$ cat src/rtl/cla_seq_adder.sv
// Sequential adder: one 4-bit carry-lookahead slice per cycle.
// Valid/ready on both sides; result held in DONE until taken.
module cla_seq_adder #(
  parameter int WIDTH = 16,
  parameter int NIB   = WIDTH / 4
) (
  input  logic             clk,
  input  logic             rst_n,
  input  logic             in_valid,
  output logic             in_ready,
  input  logic [WIDTH-1:0] a,
  input  logic [WIDTH-1:0] b,
  input  logic             cin,
  output logic             out_valid,
  input  logic             out_ready,
  output logic [WIDTH-1:0] sum,
  output logic             cout,
  output logic             ovf,
  output logic             busy
);

  localparam int IW = (NIB > 1) ? $clog2(NIB) : 1;
  localparam logic [IW-1:0] LAST = IW'(NIB - 1);

  typedef enum logic [1:0] {
    IDLE,
    CALC,
    DONE
  } state_t;

  state_t           state;
  logic [WIDTH-1:0] a_q;
  logic [WIDTH-1:0] b_q;
  logic             c_q;
  logic [IW-1:0]    idx;
  logic [IW+1:0]    base;

  logic [3:0] sa;
  logic [3:0] sb;
  logic [3:0] p;
  logic [3:0] g;
  logic [3:0] s;
  logic       c1;
  logic       c2;
  logic       c3;
  logic       gg;
  logic       pp;
  logic       co;

  assign base = {idx, 2'b00};

  // Lookahead slice on the current nibble of the latched operands
  always_comb begin
    sa = a_q[base +: 4];
    sb = b_q[base +: 4];
    p  = sa ^ sb;
    g  = sa & sb;
    c1 = g[0] | (p[0] & c_q);
    c2 = g[1] | (p[1] & g[0]) | (p[1] & p[0] & c_q);
    c3 = g[2] | (p[2] & g[1]) | (p[2] & p[1] & g[0])
       | (p[2] & p[1] & p[0] & c_q);
    gg = g[3] | (p[3] & g[2]) | (p[3] & p[2] & g[1])
       | (p[3] & p[2] & p[1] & g[0]);
    pp = &p;
    co = gg | (pp & c_q);
    s  = p ^ {c3, c2, c1, c_q};
  end

  // Control FSM, slice datapath and registered handshake outputs
  always_ff @(posedge clk) begin
    if (!rst_n) begin
      state     <= IDLE;
      in_ready  <= 1'b1;
      busy      <= 1'b0;
      out_valid <= 1'b0;
      sum       <= '0;
      cout      <= 1'b0;
      ovf       <= 1'b0;
      idx       <= '0;
      c_q       <= 1'b0;
      a_q       <= '0;
      b_q       <= '0;
    end else begin
      unique case (state)
        IDLE: begin
          if (in_valid) begin
            a_q      <= a;
            b_q      <= b;
            c_q      <= cin;
            idx      <= '0;
            state    <= CALC;
            in_ready <= 1'b0;
            busy     <= 1'b1;
          end
        end
        CALC: begin
          sum[base +: 4] <= s;
          c_q            <= co;
          if (idx == LAST) begin
            cout      <= co;
            ovf       <= c3 ^ co;
            state     <= DONE;
            busy      <= 1'b0;
            out_valid <= 1'b1;
          end else begin
            idx <= idx + IW'(1);
          end
        end
        DONE: begin
          if (out_ready) begin
            state     <= IDLE;
            out_valid <= 1'b0;
            in_ready  <= 1'b1;
          end
        end
        default: begin
          state <= IDLE;
        end
      endcase
    end
  end

endmodule

$ cat config.mk
export PLATFORM = sky130hd
export DESIGN_NAME = cla_seq_adder
export DESIGN_NICKNAME = d
export VERILOG_FILES = /design/src/rtl/cla_seq_adder.sv
export SDC_FILE = /design/constraint.sdc
export NUM_CORES = 1
export LEC_CHECK = 0
export BUFFER_PORTS_ARGS = -buffer_cell sky130_fd_sc_hd__buf_4
export CAP_MARGIN = 20
export CORE_MARGIN = 3
export CORE_UTILIZATION = 50
export DETAILED_ROUTE_END_ITERATION = 10
export PLACE_DENSITY = 0.72
export SYNTH_ARGS = -nofsm -noshare
export SYNTH_HDL_FRONTEND = slang
export SYNTH_SLANG_ARGS = --single-unit
$ cat constraint.sdc
create_clock -name clk -period 3.1 [get_ports clk]
set_input_delay 0.775 -clock clk [delete_from_list [all_inputs] [get_ports clk]]
set_output_delay 0.775 -clock clk [all_outputs]
set_load 0.02 [all_outputs]
=== After elaboration in Yosys (flattened, before gate mapping) ===
Cells that the tools add are included.

* Add/subtract/negate cells: 2
* Equal/unequal tests: 7
* Shifts and indexed selects: 4
* Mux-type cells: 19
* Bitwise gates (word level): 29
* Reductions and logical operators: 13

{| class="wikitable"
|+ Operators with widths
! operator !! count
|-
| $shiftx A16 B5 Y4 || 2
|-
| $bwmux W16 || 1
|-
| $shift A4 B6 Y16 const A || 1
|-
| $shiftx A4 B6 Y16 || 1
|-
| $and A1 B1 Y1 || 15
|-
| $reduce_and A3 Y1 || 5
|-
| $mux W2 || 5
|-
| $or A1 B1 Y1 || 10
|-
| $ne A2 B2 Y1 const B || 4
|-
| $pmux W1 S2 || 4
|-
| $xor A4 B4 Y4 || 2
|-
| $mux W1 || 7
|-
| $neg A4 Y6 || 1
|-
| $pmux W2 S3 || 1
|-
| $reduce_and A2 Y1 || 3
|-
| $reduce_bool A2 Y1 || 3
|-
| $and A4 B4 Y4 || 1
|-
| $eq A2 B2 Y1 const B || 2
|-
| $pmux W2 S2 || 1
|-
| $reduce_and A4 Y1 || 1
|-
| $add A2 B1 Y2 const B || 1
|-
| $eq A2 B1 Y1 const B || 1
|-
| $logic_not A2 Y1 || 1
|-
| $xor A1 B1 Y1 || 1
|}

* Bits in registers: 58
* Input bits: 37
* Output and inout port bits: 21
* Word-level logic and storage cells: 85

=== Depth between registers and ports, before layout ===
Gate-level depths: netlist (run 1).

* Depth after elaboration: 9
* Mapped depth: 7
* Gate-level depth less buffers: 6

=== Least setup slack after synthesis (run 1) ===
Ideal clock, no wire load.

* Kind: reg-to-reg
* Start point: register idx[0]
* End point: register sum[11]
* Setup time: 0.126 ns
* Arrival time: 2.303 ns
* Data required time: 2.974 ns
* Slack: 0.671 ns
* Cell stages (with the launch flop): 8
* Buffers on the path: 1
* Clock period less this slack: 2.429 ns
* Path through: dfxtp_1 -> buf_4 -> mux4_2 -> ha_1 -> a211oi_2 -> o21bai_1 -> xnor2_1 -> o21ai_1

* Longest elaborated chain between the ends: 9
* Elaborated cells on any way between the ends: 24
* Classes of those cells: add/sub (1); shift (4); mux (1); bitwise (18)

{| class="wikitable"
|+ Ends and longest elaborated chain
! item !! RTL line !! source
|-
| from (decl) || 35 || <nowiki>logic [IW-1:0] idx;</nowiki>
|-
| from (signal assigned) || 106 || <nowiki>idx <= idx + IW'(1);</nowiki>
|-
| $shiftx A16 B5 Y4, on equally long branches || 54, 55 ||
|-
| $xor A4 B4 Y4 / $and A4 B4 Y4 (equally long branches) || 56, 57 ||
|-
| $and A1 B1 Y1, on equally long branches || 60, 61 ||
|-
| $or A1 B1 Y1 (tied with other cells) || 60 || <nowiki>c3 = g[2] | (p[2] & g[1]) | (p[2] & p[1] & g[0])</nowiki>
|-
| $or A1 B1 Y1 / $and A1 B1 Y1 (equally long branches) || 60, 61 ||
|-
| $or A1 B1 Y1 || 61 || <nowiki>| (p[2] & p[1] & p[0] & c_q);</nowiki>
|-
| $xor A4 B4 Y4 || 66 || <nowiki>s = p ^ {c3, c2, c1, c_q};</nowiki>
|-
| $shiftx A4 B6 Y16 || 97 || <nowiki>sum[base +: 4] <= s;</nowiki>
|-
| $bwmux W16 (*) || 97 ||
|-
| to (signal, indexed assignment) || 97 ||
|-
| to (decl) || 16 || <nowiki>output logic [WIDTH-1:0] sum,</nowiki>
|}

Mark *: on every way between the ends. The rest lies on a longest branch, timed or not.
A chain may end at the register's enable or synchronous reset.

=== Final worst setup path (run 1) ===
* Start point: register idx[1]
* End point: register sum[7]

Same word-level chain as after synthesis.

==> results of run 1 <==
cell type report:
class                   count  area [um^2]
well taps                  70        87.58
clock buffers              13        148.9
clock inverters             3        15.01
multi-input cells         209         1428
repair buffers             61        457.9
inverters                   4        15.01
flip-flops and latches     58         1161
fillers                   442         1859
cell usage in the layout, fill, tap and decap left out, drive strengths merged, types with 2 or more instances in the layout:
| cell | count |
|---|---|
| a21boi | 34 |
| a21oi | 6 |
| a22oi | 9 |
| a32oi | 2 |
| buf | 61 |
| clkbuf | 13 |
| clkinv | 3 |
| dfxtp | 58 |
| ha | 10 |
| inv | 4 |
| mux4 | 8 |
| nand2 | 80 |
| nand3 | 7 |
| nand3b | 2 |
| nor2 | 6 |
| nor2b | 15 |
| nor3b | 3 |
| nor4b | 2 |
| o21a | 2 |
| o21ai | 11 |
| o21bai | 2 |
flip-flops by register name, summed over array words and instances (netlist names):
register and cells:
ovf 1, cout 1, out_valid 1, in_ready 1, idx 2, sum 16, c_q 1, a_q 16
state 2, b_q 16, busy 1
critical path, cell delays in order, from the launching register on:
cell and delay [ns]:
dfxtp_1 0.47, buf_4 0.23, mux4_2 0.51, ha_1 0.35
o21ai_0 0.24, o21bai_1 0.16, xnor2_1 0.30, o21ai_1 0.12
final timing paths:
check | from | to | slack [ns] | cells after the start
max | idx[1] | sum[7] | 0.59 | 7
min reg2reg | b_q[3] | b_q[3] | 0.45 | 2
max reg2reg | idx[1] | sum[7] | 0.59 | 7
min | b_q[3] | b_q[3] | 0.45 | 2
cell usage after synthesis, drive strengths merged:
library cell and number:
nand2 80, xnor2 1, o21ai 11, nor2 6, a211oi 1, nand3 7
inv 4, dfxtp 58, nand3b 2, nor3b 3, nor4b 2, or2 1
nor3 1, ha 10, o221ai 1, fa 1, a32oi 2, and2 1
clkbuf 7, a31oi 1, a21boi 34, buf 10, xor2 1, nor2b 15
a21oi 6, a22oi 9, o21a 2, o21bai 2, nand4bb 1, mux4 8
cell families after synthesis:
family / after synthesis / synth area share, %
adder cells (fa/ha/maj): 11 / 5.385
AND/OR/NAND/NOR: 119 / 22.33
flip-flops: 58 / 43.08
AO/OA/AOI/OAI: 69 / 17.92
multiplexers: 8 / 6.685
buffers and inverters: 21 / 3.946
XOR/XNOR: 2 / 0.6501
where the power goes:
part / switching, W / leakage [nW] / internal, W
Sequential: 0.0000248 / 0.474 / 0.000781
Clock: 0.000282 / 0.0872 / 0.000308
Combinational: 0.000123 / 0.776 / 0.000116
Total: 0.000429 / 1.34 / 0.00121
per-stage QoR:
step	total power, W	area, um^2	hold WS (ns)	instances
after global placement	0.001060	3149	0.4434	402
after CTS	0.001649	3313	0.4541	418
after global routing	0.001707	3313	0.4754	418
after floorplan	0.0009820	2695	0.4319	288
after detailed placement	0.001063	3149	0.4450	402
final	0.001634	3313	0.4520	418
layer usage:
metal	track usage, %	vias up
met5	0	-
met4	9.107	0
met3	5.079	13
met2	31.99	70
met1	25.32	985
li1	-	1098
==> out/results.ini, run 1 <==
[run_status]
outcome=complete, no violations

[timing]
relSlewSlack_pct=66.07
finalCritPeriodShare_pct=80.84
report.final.slew_viol_count=0
setup_viol_count_final=0
min_period_ns=2.506
hold_violations=0
finalClockSkew_ns=0.007393
fin_ws_ns=0.5939
rsz0062_at_grt=false
worstMarginPinSlew_ns=0.5089
fin_tns_setup_ns=0
fmax_ghz=0.3990

[clocking]
cts_hold_buf=0
cts_tree=built
cts.sink_count=58
cts_resized=0
htreeDepth=3
path_clk_slew_ns=0.06
cts_root_buffer=clkbuf_8
clockBufferDepth=2
clock_latency_ns=0.33
post_cts_buffers=0
cts_buffers=9

[grt]
track_usage_pct=19.98
grt_overflow_total=0
grt_max_degree=63
grt_pass1_vias=2193
antenna_found_initial=0
grt_pass1_wl_mm=9.798

[logic_synthesis]
synth_cell_type_count=38
yosysTopAreaCell=dfxtp_1
ys_ff_latch=58
synthesis.instances=288
synth_top_area_share_pct=43.08
syn_avg_cell_area_um2=9.358
syn-cell-area_um2=2695
synth_fp_nets=336
yosys_warnings=0
yosys-top-cells-area=dfxtp_1 43%, nand2_1 11%, a21boi_1 8.1%
ys_seq_area_share_pct=43.08

[power]
pwr_density_cell_nw_per_um2=493.2
ir_drop_uv=256.9
leakage_nw=1.337

[critical_path]
crit_arrival_ns=2.71
worstSetupEndpointType=register
cp.required_ns=3.31
cp_max_fo=8
startpoint_type=register
critPathKind=reg -> reg

[route]
wl_met3_um=327
dr.pass1.iters=4
drt_iter0_drc=123
wl_per_cell_um=13.64
vias_per_cell=5.182
m1WireLength_mm=2.596
met2WireLength_mm=2.671
drc=0
vias=2166
ant_nets=0
dr.max_layer_used=met4
wirelength_mm=5.702

[die]
initial_core_util_pct=52.10
die_x_um=79.42
rows=26
design.die.area_um2=6307
die_h_um=79.42
num_io_pins=58
coreArea_um2=5172

[placed_design]
place_congestion=0.8179
place_ws_ns=0.5891
io_buffers=57
hpwl_mm=4.149

[final_layout]
drive_above_1_share_pct=25.86
diodes=0
area_growth_pct=22.93
final_util_pct=64.05
fin_nets=391

[min_path]
min_path_type=reg -> reg

[flow_run]
drv_cap=0

Note: power is estimated with default switching activity, not from simulation.
==> run 2: changes to the inputs <==
--- a/config.mk
+++ b/config.mk
@@ -5,12 +5,13 @@
 export SDC_FILE = /design/constraint.sdc
 export NUM_CORES = 1
 export LEC_CHECK = 0
+export ABC_AREA = 1
 export BUFFER_PORTS_ARGS = -buffer_cell sky130_fd_sc_hd__buf_4
 export CAP_MARGIN = 20
 export CORE_MARGIN = 3
-export CORE_UTILIZATION = 50
+export CORE_UTILIZATION = 48
 export DETAILED_ROUTE_END_ITERATION = 10
-export PLACE_DENSITY = 0.72
+export PLACE_DENSITY = 0.73
 export SYNTH_ARGS = -nofsm -noshare
 export SYNTH_HDL_FRONTEND = slang
 export SYNTH_SLANG_ARGS = --single-unit
==> constraint.sdc (replaced) <==
create_clock -name clk -period 2.21 [get_ports clk]
set_input_delay 0.5525 -clock clk [delete_from_list [all_inputs] [get_ports clk]]
set_output_delay 0.5525 -clock clk [all_outputs]
set_load 0.02 [all_outputs]
==> out/results.ini, run 2 <==
[run_status]
outcome=complete, no violations  ; unchanged

[power]
power_w=0.003021  ; was 0.001634 W
ir_drop_uv=428.6  ; was 256.9 uV
leakage_nw=1.517  ; was 1.337 nW
pwr_density_cell_nw_per_um2=858.2  ; was 493.2 nW/um^2

[clocking]
cts_root_buffer=clkbuf_8  ; unchanged
clock_latency_ns=0.34  ; was 0.33 ns
path_clk_slew_ns=0.07  ; was 0.06 ns
cts.sink_count=58  ; unchanged
cts_tree=built  ; unchanged
htreeDepth=3  ; unchanged
cts_hold_buf=0  ; unchanged
cts_buffers=9  ; unchanged
clockBufferDepth=2  ; unchanged

[logic_synthesis]
synth_fa_ha_area_share_pct=5.577  ; was 5.385%
synth_xor_area_share_pct=0.3365  ; was 0.6500%
synthFlopType=dfxtp_1  ; unchanged
muxShareOfSynthArea_pct=0  ; was 6.685%
yosysTopAreaCell=dfxtp_1  ; unchanged
yosys-top-cells-count=89 x nor2_1, 58 x dfxtp_1, 44 x o21ai_0  ; was 80 x nand2_1, 58 x dfxtp_1, 29 x a21boi_1
async_reset_ff_share_pct=0  ; unchanged
synth-simple-area-share_pct=25.87  ; was 22.33%
synth_cell_type_count=25  ; was 38
syn-cell-area_um2=2602  ; was 2695 um^2
synth_fp_nets=398  ; was 336
synthesis.instances=350  ; was 288
synth_top_family_by_area=simple AND/OR/NAND/NOR gates  ; unchanged
ys_seq_area_share_pct=44.62  ; was 43.08%
syn_avg_cell_area_um2=7.436  ; was 9.358 um^2
yosysMostFrequentCell=nor2_1  ; was nand2_1
synth_edf_count=0  ; unchanged
ys_ff_latch=58  ; unchanged
yosys-top-cells-area=dfxtp_1 45%, nor2_1 13%, o21ai_0 8.5%  ; was dfxtp_1 43%, nand2_1 11%, a21boi_1 8.1%
synth_compound_area_share_pct=18.27  ; was 17.92%
synth_top_area_share_pct=44.62  ; was 43.08%
yosys_warnings=0  ; unchanged

[timing]
relSlewSlack_pct=59.98  ; was 66.07%
fin_tns_setup_ns=0  ; unchanged
hold_violations=0  ; unchanged
fmax_ghz=0.4607  ; was 0.3990 GHz
finalCritPeriodShare_pct=98.22  ; was 80.84%
report.final.slew_viol_count=0  ; unchanged
fin_ws_ns=0.03933  ; was 0.5939 ns
min_period_ns=2.171  ; was 2.506 ns
rsz0062_at_grt=true  ; was false
setup_viol_count_final=0  ; unchanged
worstMarginPinSlew_ns=0.5997  ; was 0.5089 ns
whs_ns=0.4533  ; was 0.4520 ns
finalClockSkew_ns=0.006426  ; was 0.007393 ns

[grt]
grt_overflow_total=0  ; unchanged
grt_max_degree=40  ; was 63
antenna_found_initial=0  ; unchanged
track_usage_pct=19.91  ; was 19.98%
grt_pass1_vias=2289  ; was 2193
grt_pass1_wl_mm=9.811  ; was 9.798 mm

[placed_design]
place_ws_ns=0.09963  ; was 0.5891 ns
place_congestion=0.8103  ; was 0.8179
hpwl_mm=4.455  ; was 4.149 mm
io_buffers=57  ; unchanged

[die]
coreArea_um2=5172  ; unchanged
die_x_um=79.64  ; was 79.42 um
design.die.area_um2=6342  ; was 6307 um^2
initial_core_util_pct=50.31  ; was 52.10%
rows=26  ; unchanged
num_io_pins=58  ; unchanged
die_h_um=79.64  ; was 79.42 um

[route]
vias_per_cell=5.063  ; was 5.182
drc=0  ; unchanged
drt_iter0_drc=69  ; was 123
ant_nets=0  ; unchanged
wirelength_mm=6.209  ; was 5.702 mm
dr.pass1.iters=4  ; unchanged
vias=2501  ; was 2166
wl_per_cell_um=12.57  ; was 13.64 um

[critical_path]
max_stage_delay_ns=0.37  ; was 0.51 ns
rrSetupSlack_ns=0.04  ; was 0.59 ns
crit_arrival_ns=2.40  ; was 2.71 ns
worstPathCellList=clkinvlp_4 -> buf_6 -> nor2_2 -> o22ai_1 -> ha_1 -> nand2_1 -> nor2_2 -> nor2_4 -> nand2_2 -> nand2_4 -> buf_4 -> nand2_1 -> o21ai_0 -> a21oi_1  ; was buf_4 -> mux4_2 -> ha_1 -> o21ai_0 -> o21bai_1 -> xnor2_1 -> o21ai_1
worstSetupEndpointType=register  ; unchanged
crit_path_top_delay_cell=dfxtp_4  ; was mux4_2
critPathKind=reg -> reg  ; unchanged
cp_max_fo=7  ; was 8
cp.required_ns=2.44  ; was 3.31 ns
rr_worst_depth=14  ; was 7
startpoint_type=register  ; unchanged

[final_layout]
fin_nets=467  ; was 391
reg_top3=a_q: 16 flops, b_q: 16 flops, sum: 16 flops  ; unchanged
drive_above_1_share_pct=29.95  ; was 25.86%
diodes=0  ; unchanged
layout_common_cells=86 x nor2_1, 72 x buf_4, 56 x dfxtp_1, 40 x o21ai_0, 40 x nand2_1  ; was 80 x nand2_1, 61 x buf_4, 58 x dfxtp_1, 29 x a21boi_1, 14 x nor2b_1
area_growth_pct=35.24  ; was 22.93%
final_util_pct=68.05  ; was 64.05%
final_common_cell=nor2_1  ; was nand2_1
nFillCells=444  ; was 442

[min_path]
whs_path_depth=3  ; was 2
min_path_type=in -> reg  ; was reg -> reg

[flow_run]
drv_cap=0  ; unchanged

-- run 2: cell types whose count changed after synthesis, sizes merged, moves of 6 or more --
cell / delta
a21boi: -34
o22ai: +8
o21ai: +44
nor2: +92
a21oi: +14
inv: +14
mux4: -8
a22oi: -6
nand2: -36
nor2b: -15
-- run 2: path summary, 6_finish.rpt --
path	startpoint	endpoint
min	b[14]	b_q[14]
min reg2reg	out_valid	out_valid
max	idx[0]	c_q
max reg2reg	idx[0]	c_q
-- run 2: kinds of logic after synthesis --
group | after synthesis
flip-flops | 58
buffers and inverters | 35
XOR/XNOR | 1
adder cells (fa/ha/maj) | 11
AND/OR/NAND/NOR | 156
AO/OA/AOI/OAI | 89
-- run 2: final cells by class --
cell class / count / area, um^2 / share of cell area, %
multi-input cells: 257 / 1373 / 39.00
inverters: 18 / 75.07 / 2.133
clock inverters: 7 / 117.6 / 3.342
flip-flops and latches: 58 / 1169 / 33.20
well taps: 70 / 87.58 / 2.488
repair buffers: 75 / 574.3 / 16.32
clock buffers: 9 / 123.9 / 3.519
-- run 2: power breakdown --
| group | internal (W) | switching [W] | total, W | leakage (nW) |
|---|---|---|---|---|
| Combinational | 0.000297 | 0.000385 | 0.000682 | 0.928 |
| Clock | 0.000746 | 0.000431 | 0.00118 | 0.111 |
| Sequential | 0.00111 | 0.0000474 | 0.00116 | 0.478 |
-- run 2: critical path: cells and delay by family, from the launching register on --
kind            cells  cell delay (ns)
compound gates      3             0.30
simple gates        7             0.60
buf+inv             3             0.42
fa+ha+maj           1             0.36
flops               1             0.37
-- run 2: layer usage --
layer / vias to the layer above / wire length [um] / GRT usage [%]
li1: 1292 / - / -
met1: 1143 / 2744 / 23.84
met2: 53 / 3065 / 33.22
met3: 13 / 275 / 4.628
met4: 0 / 123 / 9.966
met5: - / 0 / 0
-- run 2: repair_timing --
item                                    CTS  global route
buffers inserted                          0            10
gates resized for setup                   0            28
endpoints found under the setup margin    0             9
-- run 2: per-stage QoR --
| stage | area (um^2) | cells |
|---|---|---|
| 2_1_floorplan | 2603 | 350 |
| 3_3_place_gp | 3107 | 468 |
| 3_5_place_dp | 3107 | 468 |
| 4_1_cts | 3348 | 484 |
| 5_1_grt | 3520 | 494 |
| 6_report | 3520 | 494 |
